## config.mk

```make
export PLATFORM = sky130hd
export DESIGN_NAME = serial_detect_arbiter_flat
export DESIGN_NICKNAME = d
export VERILOG_FILES = /design/src/rtl/serial_detect_arbiter_if.sv /design/src/rtl/serial_detect_arbiter.sv /design/src/flat_wrapper.sv
export SDC_FILE = /design/constraint.sdc
export NUM_CORES = 1
export LEC_CHECK = 0
export ABC_AREA = 1
export CAP_MARGIN = 20
export CORE_MARGIN = 2
export CORE_UTILIZATION = 54
export CTS_CLUSTER_DIAMETER = 150
export CTS_CLUSTER_SIZE = 28
export DETAILED_ROUTE_END_ITERATION = 8
export GPL_TIMING_DRIVEN = 0
export HOLD_SLACK_MARGIN = 0.05
export PLACE_DENSITY = 0.83
export SLEW_MARGIN = 20
export SYNTH_ARGS = -nofsm -noshare
export SYNTH_HDL_FRONTEND = slang
export SYNTH_SLANG_ARGS = --single-unit
```

## constraint.sdc

```tcl
create_clock -name clk -period 2.4 [get_ports clk]
set_clock_uncertainty 0.1 [all_clocks]
set_input_delay 0.48 -clock clk [delete_from_list [all_inputs] [get_ports clk]]
set_output_delay 0.48 -clock clk [all_outputs]
set_load 0.05 [all_outputs]
```

## src/rtl/serial_detect_arbiter_if.sv

```systemverilog
// Serial request bus and detection result bus for serial_detect_arbiter.
interface serial_detect_arbiter_if #(
    parameter int NREQ  = 4,
    parameter int PAT_W = 4
);
    logic [PAT_W-1:0] cfg_pattern;
    logic [NREQ-1:0]  bit_valid;
    logic [NREQ-1:0]  bit_data;
    logic [NREQ-1:0]  bit_last;
    logic [NREQ-1:0]  bit_ready;
    logic             detect;
    logic [2:0]       detect_id;
    logic             done;
    logic [2:0]       done_id;
    logic [7:0]       match_cnt;
    logic             aborted;

    modport master (
        output cfg_pattern, bit_valid, bit_data, bit_last,
        input  bit_ready, detect, detect_id, done, done_id, match_cnt, aborted
    );

    modport slave (
        input  cfg_pattern, bit_valid, bit_data, bit_last,
        output bit_ready, detect, detect_id, done, done_id, match_cnt, aborted
    );
endinterface

```

## src/rtl/serial_detect_arbiter.sv

```systemverilog
// Round-robin sharing of one bit-serial overlapping pattern detector among NREQ requesters.
// Optional stall timeout on the granted requester is enabled by defining GRANT_TIMEOUT_EN.
module serial_detect_arbiter #(
    parameter int NREQ    = 4,
    parameter int PAT_W   = 4,
    parameter int TIMEOUT = 16
) (
    input logic                  clk,
    input logic                  rst_n,
    serial_detect_arbiter_if.slave bus
);
    localparam int GW = $clog2(NREQ);
    localparam int CW = $clog2(PAT_W + 1);

    if (NREQ < 2 || NREQ > 8 || PAT_W < 2 || PAT_W > 8 || TIMEOUT < 1) begin : g_bad_param
        $error("serial_detect_arbiter: parameter out of range");
    end

    typedef enum logic [1:0] {IDLE = 2'd0, BUSY = 2'd1, DONE = 2'd2} state_t;

    state_t           state, state_nxt;
    logic [GW-1:0]    grant, rr_ptr, pick;
    logic             any_req;
    logic [NREQ-1:0]  onehot;
    logic [PAT_W-1:0] pat_reg, sh_nxt;
    logic [PAT_W-2:0] sh;
    logic [CW-1:0]    bitcnt;
    logic [7:0]       mcnt;
    logic             detect_q, aborted_q;
    logic             accept, cur_bit, cur_last, is_match, timed_out;
    logic [GW-1:0]    idx_g;

    function automatic logic [7:0] sat_inc8(input logic [7:0] v);
        return (v == 8'hFF) ? v : v + 8'd1;
    endfunction

    // First requester at or after rr_ptr; scanning downward lets the nearest one win.
    always_comb begin
        pick    = rr_ptr;
        any_req = 1'b0;
        idx_g   = '0;
        for (int i = NREQ - 1; i >= 0; i--) begin
            if (int'(rr_ptr) + i >= NREQ) idx_g = GW'(int'(rr_ptr) + i - NREQ);
            else                          idx_g = GW'(int'(rr_ptr) + i);
            if (bus.bit_valid[idx_g]) begin
                pick    = idx_g;
                any_req = 1'b1;
            end
        end
    end

    always_comb begin
        onehot        = '0;
        onehot[grant] = 1'b1;
    end

    always_comb begin
        cur_bit   = bus.bit_data[grant];
        cur_last  = bus.bit_last[grant];
        accept    = (state == BUSY) && bus.bit_valid[grant];
        sh_nxt    = {sh, cur_bit};
        is_match  = accept && (bitcnt >= CW'(PAT_W - 1)) && (sh_nxt == pat_reg);
        state_nxt = state;
        case (state)
            IDLE:    if (any_req) state_nxt = BUSY;
            BUSY:    if ((accept && cur_last) || timed_out) state_nxt = DONE;
            DONE:    state_nxt = IDLE;
            default: state_nxt = IDLE;
        endcase
    end

    always_ff @(posedge clk) begin
        if (!rst_n) begin
            state    <= IDLE;
            rr_ptr   <= '0;
            grant    <= '0;
            detect_q <= 1'b0;
            mcnt     <= '0;
        end else begin
            state    <= state_nxt;
            detect_q <= is_match;
            if (state == IDLE && any_req) begin
                grant <= pick;
                mcnt  <= '0;
            end
            if (is_match) mcnt <= sat_inc8(mcnt);
            if (state == DONE) rr_ptr <= (grant == GW'(NREQ - 1)) ? '0 : grant + GW'(1);
        end
    end

    // Pattern window and bit count are reloaded at every grant, so they carry no reset.
    always_ff @(posedge clk) begin
        if (state == IDLE && any_req) begin
            pat_reg <= bus.cfg_pattern;
            sh      <= '0;
            bitcnt  <= '0;
        end else if (accept) begin
            sh <= sh_nxt[PAT_W-2:0];
            if (bitcnt != CW'(PAT_W)) bitcnt <= bitcnt + CW'(1);
        end
    end

`ifdef GRANT_TIMEOUT_EN
    localparam int SW = $clog2(TIMEOUT + 1);
    logic [SW-1:0] stall;

    assign timed_out = (state == BUSY) && !accept && (stall == SW'(TIMEOUT - 1));

    always_ff @(posedge clk) begin
        if (!rst_n) begin
            stall     <= '0;
            aborted_q <= 1'b0;
        end else begin
            if (state != BUSY || accept) stall <= '0;
            else                         stall <= stall + SW'(1);
            if (timed_out)                  aborted_q <= 1'b1;
            else if (accept && cur_last)    aborted_q <= 1'b0;
        end
    end
`else
    assign timed_out = 1'b0;
    assign aborted_q = 1'b0;
`endif

    assign bus.bit_ready = (state == BUSY) ? onehot : '0;
    assign bus.detect    = detect_q;
    assign bus.detect_id = 3'(grant);
    assign bus.done      = (state == DONE);
    assign bus.done_id   = 3'(grant);
    assign bus.match_cnt = mcnt;
    assign bus.aborted   = aborted_q;
endmodule
```

## src/flat_wrapper.sv

```systemverilog
// flat-port wrapper written by rule: the top's interface ports become plain ports
module serial_detect_arbiter_flat 
#(
    parameter int NREQ    = 4,
    parameter int PAT_W   = 4,
    parameter int TIMEOUT = 16
)
  (clk, rst_n, bus_cfg_pattern, bus_bit_valid, bus_bit_data, bus_bit_last, bus_bit_ready, bus_detect, bus_detect_id, bus_done, bus_done_id, bus_match_cnt, bus_aborted);
  serial_detect_arbiter_if #(.NREQ(NREQ), .PAT_W(PAT_W)) bus_i ();
  input logic clk;
  input logic rst_n;
  input wire logic [$bits(bus_i.cfg_pattern)-1:0] bus_cfg_pattern;
  input wire logic [$bits(bus_i.bit_valid)-1:0] bus_bit_valid;
  input wire logic [$bits(bus_i.bit_data)-1:0] bus_bit_data;
  input wire logic [$bits(bus_i.bit_last)-1:0] bus_bit_last;
  output wire logic [$bits(bus_i.bit_ready)-1:0] bus_bit_ready;
  output wire logic [$bits(bus_i.detect)-1:0] bus_detect;
  output wire logic [$bits(bus_i.detect_id)-1:0] bus_detect_id;
  output wire logic [$bits(bus_i.done)-1:0] bus_done;
  output wire logic [$bits(bus_i.done_id)-1:0] bus_done_id;
  output wire logic [$bits(bus_i.match_cnt)-1:0] bus_match_cnt;
  output wire logic [$bits(bus_i.aborted)-1:0] bus_aborted;
  assign bus_i.cfg_pattern = bus_cfg_pattern;
  assign bus_i.bit_valid = bus_bit_valid;
  assign bus_i.bit_data = bus_bit_data;
  assign bus_i.bit_last = bus_bit_last;
  assign bus_bit_ready = bus_i.bit_ready;
  assign bus_detect = bus_i.detect;
  assign bus_detect_id = bus_i.detect_id;
  assign bus_done = bus_i.done;
  assign bus_done_id = bus_i.done_id;
  assign bus_match_cnt = bus_i.match_cnt;
  assign bus_aborted = bus_i.aborted;
  serial_detect_arbiter #(.NREQ(NREQ), .PAT_W(PAT_W), .TIMEOUT(TIMEOUT)) u_core (.clk(clk), .rst_n(rst_n), .bus(bus_i));
endmodule
```

==> results, run 1 <==
- The top achievable clock speed is 0.425 GHz.
- The initial standard-cell utilization of the core is 56.7%.
- In this run the clock root is driven by a sky130_fd_sc_hd__clkbuf_4.
- The core area is 0.00305 mm^2.
- In this run the number of H-tree levels came out at 1.
- The worst path uses 98.1% of the clock period.
- Ranked by total cell area, the synthesized netlist is headed by sky130_fd_sc_hd__dfxtp_1 (24%), sky130_fd_sc_hd__nand2_1 (16%), sky130_fd_sc_hd__inv_1 (7.4%).
- The final setup TNS is 0 ps.
- The clock-pin slew reported for the worst setup and hold paths after clock tree synthesis is 140 ps.
- The post-route DRC violation count is 0.
- In this run the remaining antenna-violating nets after routing total 0.
- The worst setup path is captured at an output port.
- The launching point of the worst reg2reg path is u_core.bitcnt[0].
- Global routing used 21.7% of the available tracks across all layers.
- The die is 60.6 um tall.
- The number of nets at the end of the flow is 320.
- Setup repair after global routing left no endpoint under its margin.
- The total vias in the final route is 1662.
- In this run, the number of DRC markers left after iteration 0 of detailed routing was 86.
- The worst-case reg-to-reg path depth is 11.
- The number of global-route vias before repair is 1446.
- Hold repair after CTS inserted 0 buffers.
- The first global-routing pass estimated 6.13 mm of wire.
- The number of port buffers is 35.
- The number of CTS-inserted buffers is 3.
- Entering global routing, the biggest net connects 16 pins.
- The total congestion overflow after global routing is 0.
- The cell family contributing the most delay on the critical path is buffers and inverters.
- Summed over all cells, the static leakage comes to 0.00102 uW.
- The data arrival at the endpoint of the critical path is 1770 ps.
- The sink of the worst hold path is u_core.bus.match_cnt[6].
- Power spread over the standard cell area amounts to 517 mW/mm^2.
- The cell count after synthesis came out at 252.
- The total count of hold-check failures in the final report is 0.
- The later-pin clock latency in the skew report is 320 ps.
- The TritonCTS clock tree is yes.
- Yosys printed 0 warnings.
- The number of antenna violations at the first check in global routing is 0.
- The mean area per synthesized cell is 6.87 um^2.
- The cell area after synthesis is 0.00173 mm^2.
- The final design utilization is 70.5%.
- The critical path required time is 1820 ps.
- The final period demand of the worst path is 2350 ps.
- The iteration count of the initial detailed-routing pass is 4.
- The max-cap check violation count is 0.
- The worst setup path is launched from a flop.
- The slowest cell on the critical path is sky130_fd_sc_hd__clkdlybuf4s50_1.
- The cell row count is 20.
- The number of diodes is 0.
- The total of endpoints with negative setup slack in the final report is 0.
- Headroom to the max-slew limit came out at 66.5%.
- The min-delay analysis places its worst path in the category reg2reg.
- For this run, the slowest stage of the critical path takes 790 ps.
- The relative area change from synthesis to final layout is 24.4%.
- The clock net sink count is 25.
- The worst reg-to-reg setup slack is 590 ps.
- The critical path is of the reg2out type.
- The signal on the critical path passes through buf_4 -> clkdlybuf4s50_1.
- The run finished with clean final reports.
- The most area-hungry cell type in the Yosys netlist is sky130_fd_sc_hd__dfxtp_1.
- The biggest fanout along the worst timing path is 8.
- The top-level port count is 39.
- The number of pins exceeding their max-slew limit in the final report was 0.
- The worst hold path passes through 2 cells.
- The startpoint identified for the worst hold timing path is u_core.bus.match_cnt[6].
- The top cell type's share of synthesized area is 24.3%.
- The transition time of the tightest slew-check pin is 501 ps.
- The routed wire length per instance is 11.0 um.
- The post-route netlist has 13.7% of its cells at a drive strength greater than 1.
- The largest buffer count on any clock path is 2.
- VDD sags by at most 0.379 mV.
- Counting both buffers and inverters, the worst setup path holds a total of 2.
- The number of flip-flops under the largest register name is 8.
- The final weighted congestion in routability-driven placement is 0.840.
- The die extent in x is 60.6 um.
- The number of vias per cell after detailed routing is 4.93.
- The count of cell types in the netlist is 34.
- The wire-length estimate of the detail-placed layout is 2.81 mm.
- Sequential cells were found to cover 31.2% of the synthesized design area.
- The die outline area is 0.00367 mm^2.
- Wires add up to 3.70 mm.
- The capture point of the worst reg-to-reg path is u_core.bus.match_cnt[4].
- The number of storage elements in the synthesis netlist is 25.
-- layout by cell type, fill, tap and decap left out, types with 2 or more instances in the layout --
| master | count |
|---|---|
| sky130_fd_sc_hd__a21oi_1 | 12 |
| sky130_fd_sc_hd__dfxtp_1 | 20 |
| sky130_fd_sc_hd__nor2_1 | 24 |
| sky130_fd_sc_hd__nand2_4 | 3 |
| sky130_fd_sc_hd__nand3_1 | 18 |
| sky130_fd_sc_hd__nand4_1 | 6 |
| sky130_fd_sc_hd__conb_1 | 3 |
| sky130_fd_sc_hd__buf_4 | 5 |
| sky130_fd_sc_hd__nand3_4 | 2 |
| sky130_fd_sc_hd__nand2_2 | 9 |
| sky130_fd_sc_hd__nand3_2 | 2 |
| sky130_fd_sc_hd__clkbuf_2 | 4 |
| sky130_fd_sc_hd__inv_2 | 3 |
| sky130_fd_sc_hd__inv_1 | 34 |
| sky130_fd_sc_hd__o21ai_0 | 6 |
| sky130_fd_sc_hd__clkbuf_4 | 3 |
| sky130_fd_sc_hd__xor2_1 | 4 |
| sky130_fd_sc_hd__and2_1 | 2 |
| sky130_fd_sc_hd__nand2_1 | 72 |
| sky130_fd_sc_hd__o211ai_1 | 2 |
| sky130_fd_sc_hd__ha_1 | 8 |
| sky130_fd_sc_hd__edfxtp_1 | 4 |
| sky130_fd_sc_hd__clkdlybuf4s50_1 | 30 |
-- repair_timing --
item	CTS	global route
endpoints found under the setup margin	5	5
setup buffers	0	0
resized for setup	5	9
pin swaps	0	0
-- final cells by class --
| class | count | area [um^2] |
|---|---|---|
| tap | 44 | 55.1 |
| multi-input combinational | 183 | 980 |
| sequential | 25 | 542 |
| clock inverter | 1 | 7.51 |
| clock buffer | 3 | 22.5 |
| fill | 298 | 900 |
| inverter | 39 | 149 |
| buffer | 7 | 68.8 |
| timing repair buffer | 35 | 329 |
-- metal layers --
layer  up-vias  wire (um)  GRT usage, %  part of all wire, %
met5         -          0             0                    0
met2        39       1780          35.6                   48
met4         0         38          5.59                  1.0
li1        867          -             -                    -
met1       752       1720          28.9                   46
met3         4        163          5.12                  4.4
-- worst max path at each step --
stage | cells after the start | from | slack [ps] | end
after detailed placement | 5 | u_core.grant[0] | 110 | bus_bit_ready[2]
after floorplan | 3 | u_core.grant[0] | 100 | bus_bit_ready[3]
after global routing | 2 | u_core.grant[1] | 3 | bus_done_id[1]
after CTS | 5 | u_core.grant[0] | 10 | bus_bit_ready[2]
final | 2 | u_core.grant[1] | 50 | bus_done_id[1]
after global placement | 5 | u_core.grant[0] | 110 | bus_bit_ready[0]
-- tightest hold or removal path, cell delays in order, from the launching register on --
cell and delay (ps):
sky130_fd_sc_hd__dfxtp_1 380, sky130_fd_sc_hd__nand3_2 90, sky130_fd_sc_hd__a21oi_2 40
-- power breakdown --
part           internal, uW  switching, uW
Combinational           152            276
Sequential              460           29.6
Clock                  63.7            133
Total                   676            439
-- synthesized netlist by cell type --
cell type                  number
sky130_fd_sc_hd__nand3_4        2
sky130_fd_sc_hd__or2_2          1
sky130_fd_sc_hd__buf_4          5
sky130_fd_sc_hd__buf_12         1
sky130_fd_sc_hd__clkinv_1       1
sky130_fd_sc_hd__a211oi_1       1
sky130_fd_sc_hd__nand3b_1       1
sky130_fd_sc_hd__o211ai_1       2
sky130_fd_sc_hd__inv_1         34
sky130_fd_sc_hd__nand3_2        2
sky130_fd_sc_hd__ha_1           8
sky130_fd_sc_hd__conb_1         1
sky130_fd_sc_hd__and2_1         2
sky130_fd_sc_hd__nor3_1         1
sky130_fd_sc_hd__a21oi_2        1
sky130_fd_sc_hd__edfxtp_1       4
sky130_fd_sc_hd__buf_6          1
sky130_fd_sc_hd__xor2_1         4
sky130_fd_sc_hd__or2_0          1
sky130_fd_sc_hd__nand3_1       18
sky130_fd_sc_hd__nor2_2         1
sky130_fd_sc_hd__inv_4          1
sky130_fd_sc_hd__nand2_4        3
sky130_fd_sc_hd__nor2_1        24
sky130_fd_sc_hd__a21oi_1       12
sky130_fd_sc_hd__nand2_2        9
sky130_fd_sc_hd__nand4_1        6
sky130_fd_sc_hd__o22ai_1        1
sky130_fd_sc_hd__xnor2_1        1
sky130_fd_sc_hd__o21ai_0        6
sky130_fd_sc_hd__inv_2          3
sky130_fd_sc_hd__nand2_1       72
sky130_fd_sc_hd__dfxtp_1       21
sky130_fd_sc_hd__nor2_8         1
-- kinds of logic after synthesis --
kind of cell | Yosys count | share of synthesized area [%]
and+or+nand+nor | 144 | 40.3
DFF | 25 | 31.2
adders and majority gates | 8 | 5.78
buffers and inverters | 46 | 12.6
AOI/OAI and AO/OA | 23 | 7.38
xor gates and xnor gates | 5 | 2.53
other | 1 | 0.217
-- metrics by stage --
step / hold slack, ps / setup WS (ps) / std cells / area [um^2] / total power (uW)
floorplan: 428 / 95.1 / 254 / 1740 / 813
global placement: 398 / 107 / 333 / 2140 / 927
detailed placement: 404 / 108 / 333 / 2140 / 934
CTS: 426 / 11.7 / 337 / 2170 / 1120
global route: 448 / 3.15 / 337 / 2150 / 1180
finish: 428 / 46.0 / 337 / 2150 / 1110
(Power assumes the default switching activity.)
==> run 2: changes to the inputs <==
--- a/config.mk
+++ b/config.mk
@@ -15,6 +15,7 @@
 export GPL_TIMING_DRIVEN = 0
 export HOLD_SLACK_MARGIN = 0.05
 export PLACE_DENSITY = 0.83
+export SKIP_LAST_GASP = 1
 export SLEW_MARGIN = 20
 export SYNTH_ARGS = -nofsm -noshare
 export SYNTH_HDL_FRONTEND = slang
==> results of run 2 <==
Final layout, timing and power as in run 1 (identical DEF).
==> run 3: changes to the inputs <==
--- a/config.mk
+++ b/config.mk
@@ -16,7 +16,7 @@
 export HOLD_SLACK_MARGIN = 0.05
 export PLACE_DENSITY = 0.83
 export SKIP_LAST_GASP = 1
-export SLEW_MARGIN = 20
+export SLEW_MARGIN = 5
 export SYNTH_ARGS = -nofsm -noshare
 export SYNTH_HDL_FRONTEND = slang
 export SYNTH_SLANG_ARGS = --single-unit
==> results of run 3 <==
Final layout, timing and power as in run 1 (identical DEF).
==> edit (flow settings as in run 1) <==
`PAT_W` is set to 4 in 3 places; all go to 8.
--- a/src/rtl/serial_detect_arbiter_if.sv
+++ b/src/rtl/serial_detect_arbiter_if.sv
@@ -1,7 +1,7 @@
 // Serial request bus and detection result bus for serial_detect_arbiter.
 interface serial_detect_arbiter_if #(
     parameter int NREQ  = 4,
-    parameter int PAT_W = 4
+    parameter int PAT_W = 8
 );
     logic [PAT_W-1:0] cfg_pattern;
     logic [NREQ-1:0]  bit_valid;
--- a/src/rtl/serial_detect_arbiter.sv
+++ b/src/rtl/serial_detect_arbiter.sv
@@ -2,7 +2,7 @@
 // Optional stall timeout on the granted requester is enabled by defining GRANT_TIMEOUT_EN.
 module serial_detect_arbiter #(
     parameter int NREQ    = 4,
-    parameter int PAT_W   = 4,
+    parameter int PAT_W   = 8,
     parameter int TIMEOUT = 16
 ) (
     input logic                  clk,
--- a/src/flat_wrapper.sv
+++ b/src/flat_wrapper.sv
@@ -2,7 +2,7 @@
 module serial_detect_arbiter_flat 
 #(
     parameter int NREQ    = 4,
-    parameter int PAT_W   = 4,
+    parameter int PAT_W   = 8,
     parameter int TIMEOUT = 16
 )
   (clk, rst_n, bus_cfg_pattern, bus_bit_valid, bus_bit_data, bus_bit_last, bus_bit_ready, bus_detect, bus_detect_id, bus_done, bus_done_id, bus_match_cnt, bus_aborted);
Interface: changed (resized bus_cfg_pattern); port bits go from 39 to 43. No check against the original RTL was run, so the function may have changed too.
==> edit against run 1 <==
Sequential power is 43% higher. Largest power group unchanged. Worst setup slack better by 18 ps. Routed wire length up 22%. Power up 58%. Design area rose by 23%. Sequential cell count increased by 9. Area after synthesis up 22%.
==> edit: results (changes against run 1) <==
| Metric | Value |
|---|---|
| Input/output buffers | 39 (+11%) |
| Vias in the first global route | 1865 (+29%) |
| Largest net degree at the start of global routing | 13 (-3) |
| Outcome | finished clean |
| H-tree depth | 2 (+1) |
| DR vias | 2019 (+21%) |
| Worst ir drop on vdd | 0.000407 V (+7.3%) |
| Final wirelength | 4.51 mm (+22%) |
| Synth unique cells | 28 (-18%) |
| Adder-Cell Fraction of Synth Area | 0.0414 (-0.0164) |
| Synth top area cells | dfxtp_1, nand2_1, edfxtp_1 |
| Fillers | 322 (+8.1%) |
| Commonest cells in the netlist | nand2_1, inv_1, nor2_1 |
| Inserted Clock Buffers | 5 (+2) |
| Synth Area per Inst | 6.73 sq um (-1.9%) |
| Total track usage | 0.232 (+0.0152) |
| First-pass GRT wire length | 7.85 mm (+28%) |
| Number of synthesized flops with an enable pin | 8 (+4) |
| Final Wtd Congestion | 0.841 (+0.17%) |
| Worst slew margin | 0.654 (-0.0105) |
| Clock-pin transition on the worst setup and hold timing paths | 70 ps (-70 ps) |
| Post-synthesis sequential area ratio | 0.360 (+0.0474) |
| Final #Nets | 391 (+22%) |
| Initial DRC count | 126 (+47%) |
| CTS root buf | clkbuf_8 |
| Clk_lat worst skew | 290 ps (-30 ps) |
| DP Wirelength | 3.42 mm (+22%) |
[edit: power by group]
part | switching [mW] | leakage [nW] | internal (mW)
registers | 0.0534 | 0.290 | 0.648
logic | 0.427 | 0.939 | 0.224
clock network | 0.210 | 0.0426 | 0.199
total | 0.690 | 1.27 | 1.07
[edit: through the flow]
stage	instance area (sq um)	setup slack, ps	hold WS (ps)	power [mW]
6_report	2660	64.0	431	1.76
5_1_grt	2660	28.0	447	1.88
4_1_cts	2650	7.50	421	1.77
3_5_place_dp	2570	-81.5	404	1.36
3_3_place_gp	2570	-68.9	394	1.35
2_1_floorplan	2120	95.0	371	1.18
[edit: final cells by class]
| type | count | share of cell area |
|---|---|---|
| repair buffers | 39 | 0.146 |
| well taps | 48 | 0.0226 |
| multi-input cells | 218 | 0.409 |
| inverters | 55 | 0.0791 |
| flip-flops and latches | 34 | 0.287 |
| clock buffers | 6 | 0.0273 |
| clock inverters | 2 | 0.00330 |
| plain buffers | 9 | 0.0259 |
[edit: routing by layer]
metal | routed length (microns) | part of all wire | up-vias | track usage
met5 | 0 | 0 | - | 0
met4 | 85 | 0.019 | 0 | 0.0842
met3 | 264 | 0.059 | 7 | 0.0659
met2 | 2120 | 0.47 | 42 | 0.400
met1 | 2050 | 0.45 | 896 | 0.274
li1 | - | - | 1074 | -
[edit: what timing repair did]
action	4_1_cts	5_1_grt
resized for setup	4	4
setup endpoints to repair	4	6
hold buffers	0	0
[edit: worst paths after layout]
check / start / endpoint / slack, ps / cells after the start
worst min-delay path: u_core.bitcnt[0] / u_core.bitcnt[0] / 430 / 2
worst min register to register: u_core.bitcnt[0] / u_core.bitcnt[0] / 430 / 2
worst max register to register: u_core.bus.match_cnt[0] / u_core.bus.match_cnt[5] / 440 / 10
worst max-delay path: u_core.grant[1] / bus_done_id[1] / 60 / 2
